### src/rtl/nrdiv8_ctrl.sv
// Unsigned 8-bit non-restoring divider controller driving a shared 9-bit CAS add/subtract datapath.
// One quotient bit per cycle, a single remainder-correction cycle, then a one-cycle done pulse.
module nrdiv8_ctrl (
    input  logic       clk,
    input  logic       rst,
    input  logic       start,
    input  logic [7:0] dividend,
    input  logic [7:0] divisor,
    output logic       busy,
    output logic       done,
    output logic [7:0] quotient,
    output logic [7:0] remainder,
    output logic       div_by_zero
);
    localparam int unsigned W  = 8;
    localparam int unsigned RW = W + 1;
    localparam int unsigned CW = 3;

    typedef enum logic [1:0] {
        S_IDLE = 2'd0,
        S_ITER = 2'd1,
        S_CORR = 2'd2,
        S_DONE = 2'd3
    } state_t;

    state_t          state, state_n;
    logic [RW-1:0]   r, r_n;
    logic [W-1:0]    q, q_n;
    logic [W-1:0]    d, d_n;
    logic [CW-1:0]   cnt, cnt_n;
    logic [W-1:0]    quot_n, rem_n;
    logic            dbz_n, busy_n, done_n;

    logic [RW-1:0]   cas_a, cas_b, cas_sum;
    logic            cas_ctrl;

    // Shared CAS datapath: ctrl=1 subtracts (B inverted, carry-in 1), ctrl=0 adds.
    // ITER feeds the shifted remainder; CORR feeds R itself with an add.
    assign cas_a    = (state == S_CORR) ? r : {r[W-1:0], q[W-1]};
    assign cas_ctrl = (state == S_CORR) ? 1'b0 : ~r[W];
    assign cas_b    = {1'b0, d};
    assign cas_sum  = cas_a + (cas_b ^ {RW{cas_ctrl}}) + RW'(cas_ctrl);

    always_ff @(posedge clk) begin
        if (rst) begin
            state       <= S_IDLE;
            r           <= '0;
            q           <= '0;
            d           <= '0;
            cnt         <= '0;
            quotient    <= '0;
            remainder   <= '0;
            div_by_zero <= 1'b0;
            busy        <= 1'b0;
            done        <= 1'b0;
        end else begin
            state       <= state_n;
            r           <= r_n;
            q           <= q_n;
            d           <= d_n;
            cnt         <= cnt_n;
            quotient    <= quot_n;
            remainder   <= rem_n;
            div_by_zero <= dbz_n;
            busy        <= busy_n;
            done        <= done_n;
        end
    end

    // Next-state and next-register values; busy/done are registered from the current state.
    always_comb begin
        state_n = state;
        r_n     = r;
        q_n     = q;
        d_n     = d;
        cnt_n   = cnt;
        quot_n  = quotient;
        rem_n   = remainder;
        dbz_n   = div_by_zero;
        busy_n  = 1'b0;
        done_n  = 1'b0;

        case (state)
            S_IDLE: begin
                if (start) begin
                    if (divisor != '0) begin
                        r_n     = '0;
                        q_n     = dividend;
                        d_n     = divisor;
                        cnt_n   = '0;
                        state_n = S_ITER;
                    end else begin
                        quot_n  = {W{1'b1}};
                        rem_n   = dividend;
                        dbz_n   = 1'b1;
                        state_n = S_DONE;
                    end
                end
            end
            S_ITER: begin
                busy_n = 1'b1;
                r_n    = cas_sum;
                q_n    = {q[W-2:0], ~cas_sum[W]};
                cnt_n  = cnt + CW'(1);
                if (cnt == CW'(W - 1)) begin
                    state_n = S_CORR;
                end
            end
            S_CORR: begin
                busy_n = 1'b1;
                if (r[W]) begin
                    r_n = cas_sum;
                end
                quot_n  = q;
                rem_n   = r[W] ? cas_sum[W-1:0] : r[W-1:0];
                dbz_n   = 1'b0;
                state_n = S_DONE;
            end
            S_DONE: begin
                done_n  = 1'b1;
                state_n = S_IDLE;
            end
            default: begin
                state_n = S_IDLE;
            end
        endcase
    end
endmodule

### config.mk
export PLATFORM = sky130hd
export DESIGN_NAME = nrdiv8_ctrl
export DESIGN_NICKNAME = d
export VERILOG_FILES = /design/src/rtl/nrdiv8_ctrl.sv
export SDC_FILE = /design/constraint.sdc
export NUM_CORES = 1
export LEC_CHECK = 0
export CELL_PAD_IN_SITES_DETAIL_PLACEMENT = 0
export CELL_PAD_IN_SITES_GLOBAL_PLACEMENT = 1
export CORE_UTILIZATION = 37
export CTS_BUF_LIST = sky130_fd_sc_hd__clkbuf_16
export CTS_CLUSTER_DIAMETER = 40
export DETAILED_ROUTE_END_ITERATION = 10
export PLACE_DENSITY_LB_ADDON = 0.15
export SYNTH_ARGS = -nofsm -noshare
export SYNTH_HDL_FRONTEND = slang
export SYNTH_SLANG_ARGS = --single-unit
### constraint.sdc
create_clock -name clk -period 3.09 [get_ports clk]
set_clock_uncertainty 0.2 [all_clocks]
set_input_delay 0.4635 -clock clk [delete_from_list [all_inputs] [get_ports clk]]
set_output_delay 0.4635 -clock clk [all_outputs]
set_load 0.05 [all_outputs]
==> metrics.csv <==
stage;metric;value;unit
die;start_util;38.3;%
sta;fmax;343;MHz
placement;dpl.hpwl;5.50;mm
global_route;grt_pass1_vias;2211;
logic_synthesis;synthArstFlopShare;0;%
sta;fin_crit;2.91;ns
cts;htreeDepth;2;
logic_synthesis;ys_seq_area_share;35.1;%
logic_synthesis;ys_types;52;
logic_synthesis;syn_nets;359;
placement;post_dp_cell_area;3320;um^2
logic_synthesis;avgSynthCellArea;8.60;um^2
pwr;ir_drop;0.000386;V
placement;gp_congestion;0.940;
setup_path;crit_type;flop to flop;
setup_path;cp_cell_sequence;inv_2 > ha_4 > buf_4 > mux2i_4 > nand2_1 > o21ai_0 > fa_1 > nor2b_2 > o21a_1 > nor2_1 > xnor2_2 > a21oi_1 > o41ai_1;
logic_synthesis;synth_enable_flop_cells;0;
cts;cts_made_buffers;5;
cts;clkLatencyLatePin;0.29;ns
global_route;overflow;0;
sta;slew_headroom;50.2;%
status;outcome;finished clean;
setup_path;critPathMaxStageDelay;0.43;ns
sta;worst_slew_pin_slew;0.748;ns
cts;cts_hold_buf;0;
cells_and_area;drive_gt1_share;12.9;%
die;chipWidth;88.9;um
sta;rsz0062_at_grt;no;
cts;clock-sinks;49;
detailed_routing;via_count;2423;
detailed_routing;via_per_inst;5.22;
setup_path;cp_max_fo;9;
placement;io_buffers;37;
cells_and_area;final_cell_mix;dfxtp_1 (49), nor2_1 (36), clkdlybuf4s50_1 (36);
die;die-height;88.9;um
cts;cts_root_buffer;clkbuf_16;
global_route;grt_max_degree;33;
detailed_routing;drc_errors;0;
detailed_routing;ant_nets;0;
pwr;power;0.00399;W
global_route;grtUsageTotal;19.5;%
cells_and_area;post-route-util;48.6;%
cells_and_area;antenna_cells;0;
die;core;7290;um^2
setup_path;required;3.08;ns
setup_path;start_kind;flop;
cells_and_area;mostFrequentLayoutCell;dfxtp_1;
cells_and_area;area_delta_synth_final;26.7;%
flow_run;maxCapViolations;0;
cts;clkSlewWorstSetupHoldPaths;0.07;ns
global_route;grt_pass1_wl;11.6;mm
detailed_routing;avgRoutedWirePerCell;15.6;um
sta;period_share;94.2;%
cells_and_area;design_area;3540;um^2
sta;fin_tns_setup;0;ns
pwr;power.density;1130;nW/um^2
logic_synthesis;ys_ff_latch;49;
logic_synthesis;synthFlopType;dfxtp_1;
logic_synthesis;yosysWarnings;0;
logic_synthesis;synthCells;325;
sta;drv_slew;0;
die;dieArea;7910;um^2
die;io_pins;38;
cts;cts_tree;yes;
setup_path;arrival;2.90;ns
global_route;antenna_found_initial;0;
sta;setup_viol;0;
pwr;power.leakage;1.32;nW
setup_path;endpoint_kind;flop;
cts;clk_path_buf_depth;2;
detailed_routing;wl;7.24;mm
logic_synthesis;syn_area;2800;um^2
detailed_routing;drtIter0Drc;80;
die;num_rows;31;
cells_and_area;fin_nets;398;
setup_path;cpMaxStageDelayCell;fa_1;
hold_path;min_path_type;flop to flop;
sta;timing_hold_violations_final;0;
detailed_routing;drtPass1Iterations;6;
[final timing paths]
check	cells after the start	slack, ns	end	start
min reg2reg	2	0.25	remainder[5]	remainder[5]
min	2	0.25	remainder[5]	remainder[5]
max reg2reg	13	0.18	remainder[4]	state[0]
max	13	0.18	remainder[4]	state[0]
[synth_stat cells (2+ instances only)]
cell       n  area share (%)
nand3_1    7             1.3
dfxtp_1   49              35
a211oi_1  12             3.2
buf_6      2            0.81
xor2_1    11             3.4
or3_1      2            0.45
a21oi_1   30             5.4
o41ai_1    2            0.63
and2_1     2            0.45
o21ai_0   19             3.4
o21ai_1    2            0.36
nor2_1    36             4.8
xnor2_1    5             1.6
o221ai_1   3            0.94
nor3_1     6             1.1
nand2_1   26             3.5
nor4_2     2            0.89
inv_1     10             1.3
o22ai_1    2            0.45
buf_1      2            0.27
clkbuf_1  10             1.3
o211ai_1   2            0.54
nor3b_1    2            0.54
nor2b_1    6             1.3
a22oi_1    3            0.81
mux2i_1   17             6.1
nand2b_1   2            0.45
a21o_1     2            0.54
ha_1      14             6.3
buf_2      8             1.4
mux2_2     6             2.4
a31oi_1    3            0.67
[kinds of logic (layout without fill, tap and decap cells)]
family                     count (synthesis)  count (layout)  share of synthesized area [%]
adders and majority gates                 15              15                           6.98
DFF                                       49              49                           35.1
muxes                                     24              24                           9.31
AOI/OAI and AO/OA                         92              92                           21.6
xor gates and xnor gates                  16              16                           5.01
buffers and inverters                     32              72                           5.19
and+or+nand+nor                           97              97                           16.9
[power breakdown]
part / switching, W / total, W / internal [W]
logic: 0.00139 / 0.00236 / 0.000979
registers: 0.000121 / 0.000906 / 0.000785
clock network: 0.000256 / 0.000723 / 0.000467
total: 0.00176 / 0.00399 / 0.00223
[state kept, by name (all words and copies together) (netlist names), 2 cells and up]
name	count
q	8
r	9
quotient	8
d	8
cnt	3
remainder	8
state	2
[critical path: cells and delay by family, from the launching register on]
kind	cells	cell delay [ns]
DFF	1	0.38
AOI/OAI and AO/OA	4	0.66
adders and majority gates	2	0.64
buffers and inverters	2	0.28
and+or+nand+nor	3	0.28
muxes	1	0.19
xor gates and xnor gates	1	0.18
[metal layers]
| metal | vias up | routed length, um | global-route usage, % |
|---|---|---|---|
| met3 | 7 | 206 | 2.86 |
| met1 | 1137 | 3640 | 27.5 |
| met5 | - | 0 | 0 |
| met2 | 42 | 3340 | 32.0 |
| met4 | 0 | 62 | 3.90 |
| li1 | 1237 | - | - |
[area by class of cell]
type                       instances  area, um^2
tap                               99         124
clock buffer                       5         125
clock inverter                     3        68.8
multi-input combinational        244        1710
inverter                          10        37.5
timing repair buffer              54         497
sequential                        49         981
fill                             753        3750
[metrics by stage]
step / setup WS, ns / hold WS [ns] / instances
final: 0.178 / 0.253 / 464
after global routing: 0.00861 / 0.272 / 464
after CTS: 0.00337 / 0.254 / 464
after detailed placement: 0.00812 / 0.244 / 456
after global placement: -0.00695 / 0.240 / 456
after floorplan: 0.0162 / 0.236 / 325
[timing repair]
action,in CTS,in global routing
gates cloned,0,0
gates resized for setup,1,5
buffers inserted,0,0
setup endpoints to repair,1,9
Power figures use the tool's default switching activity.
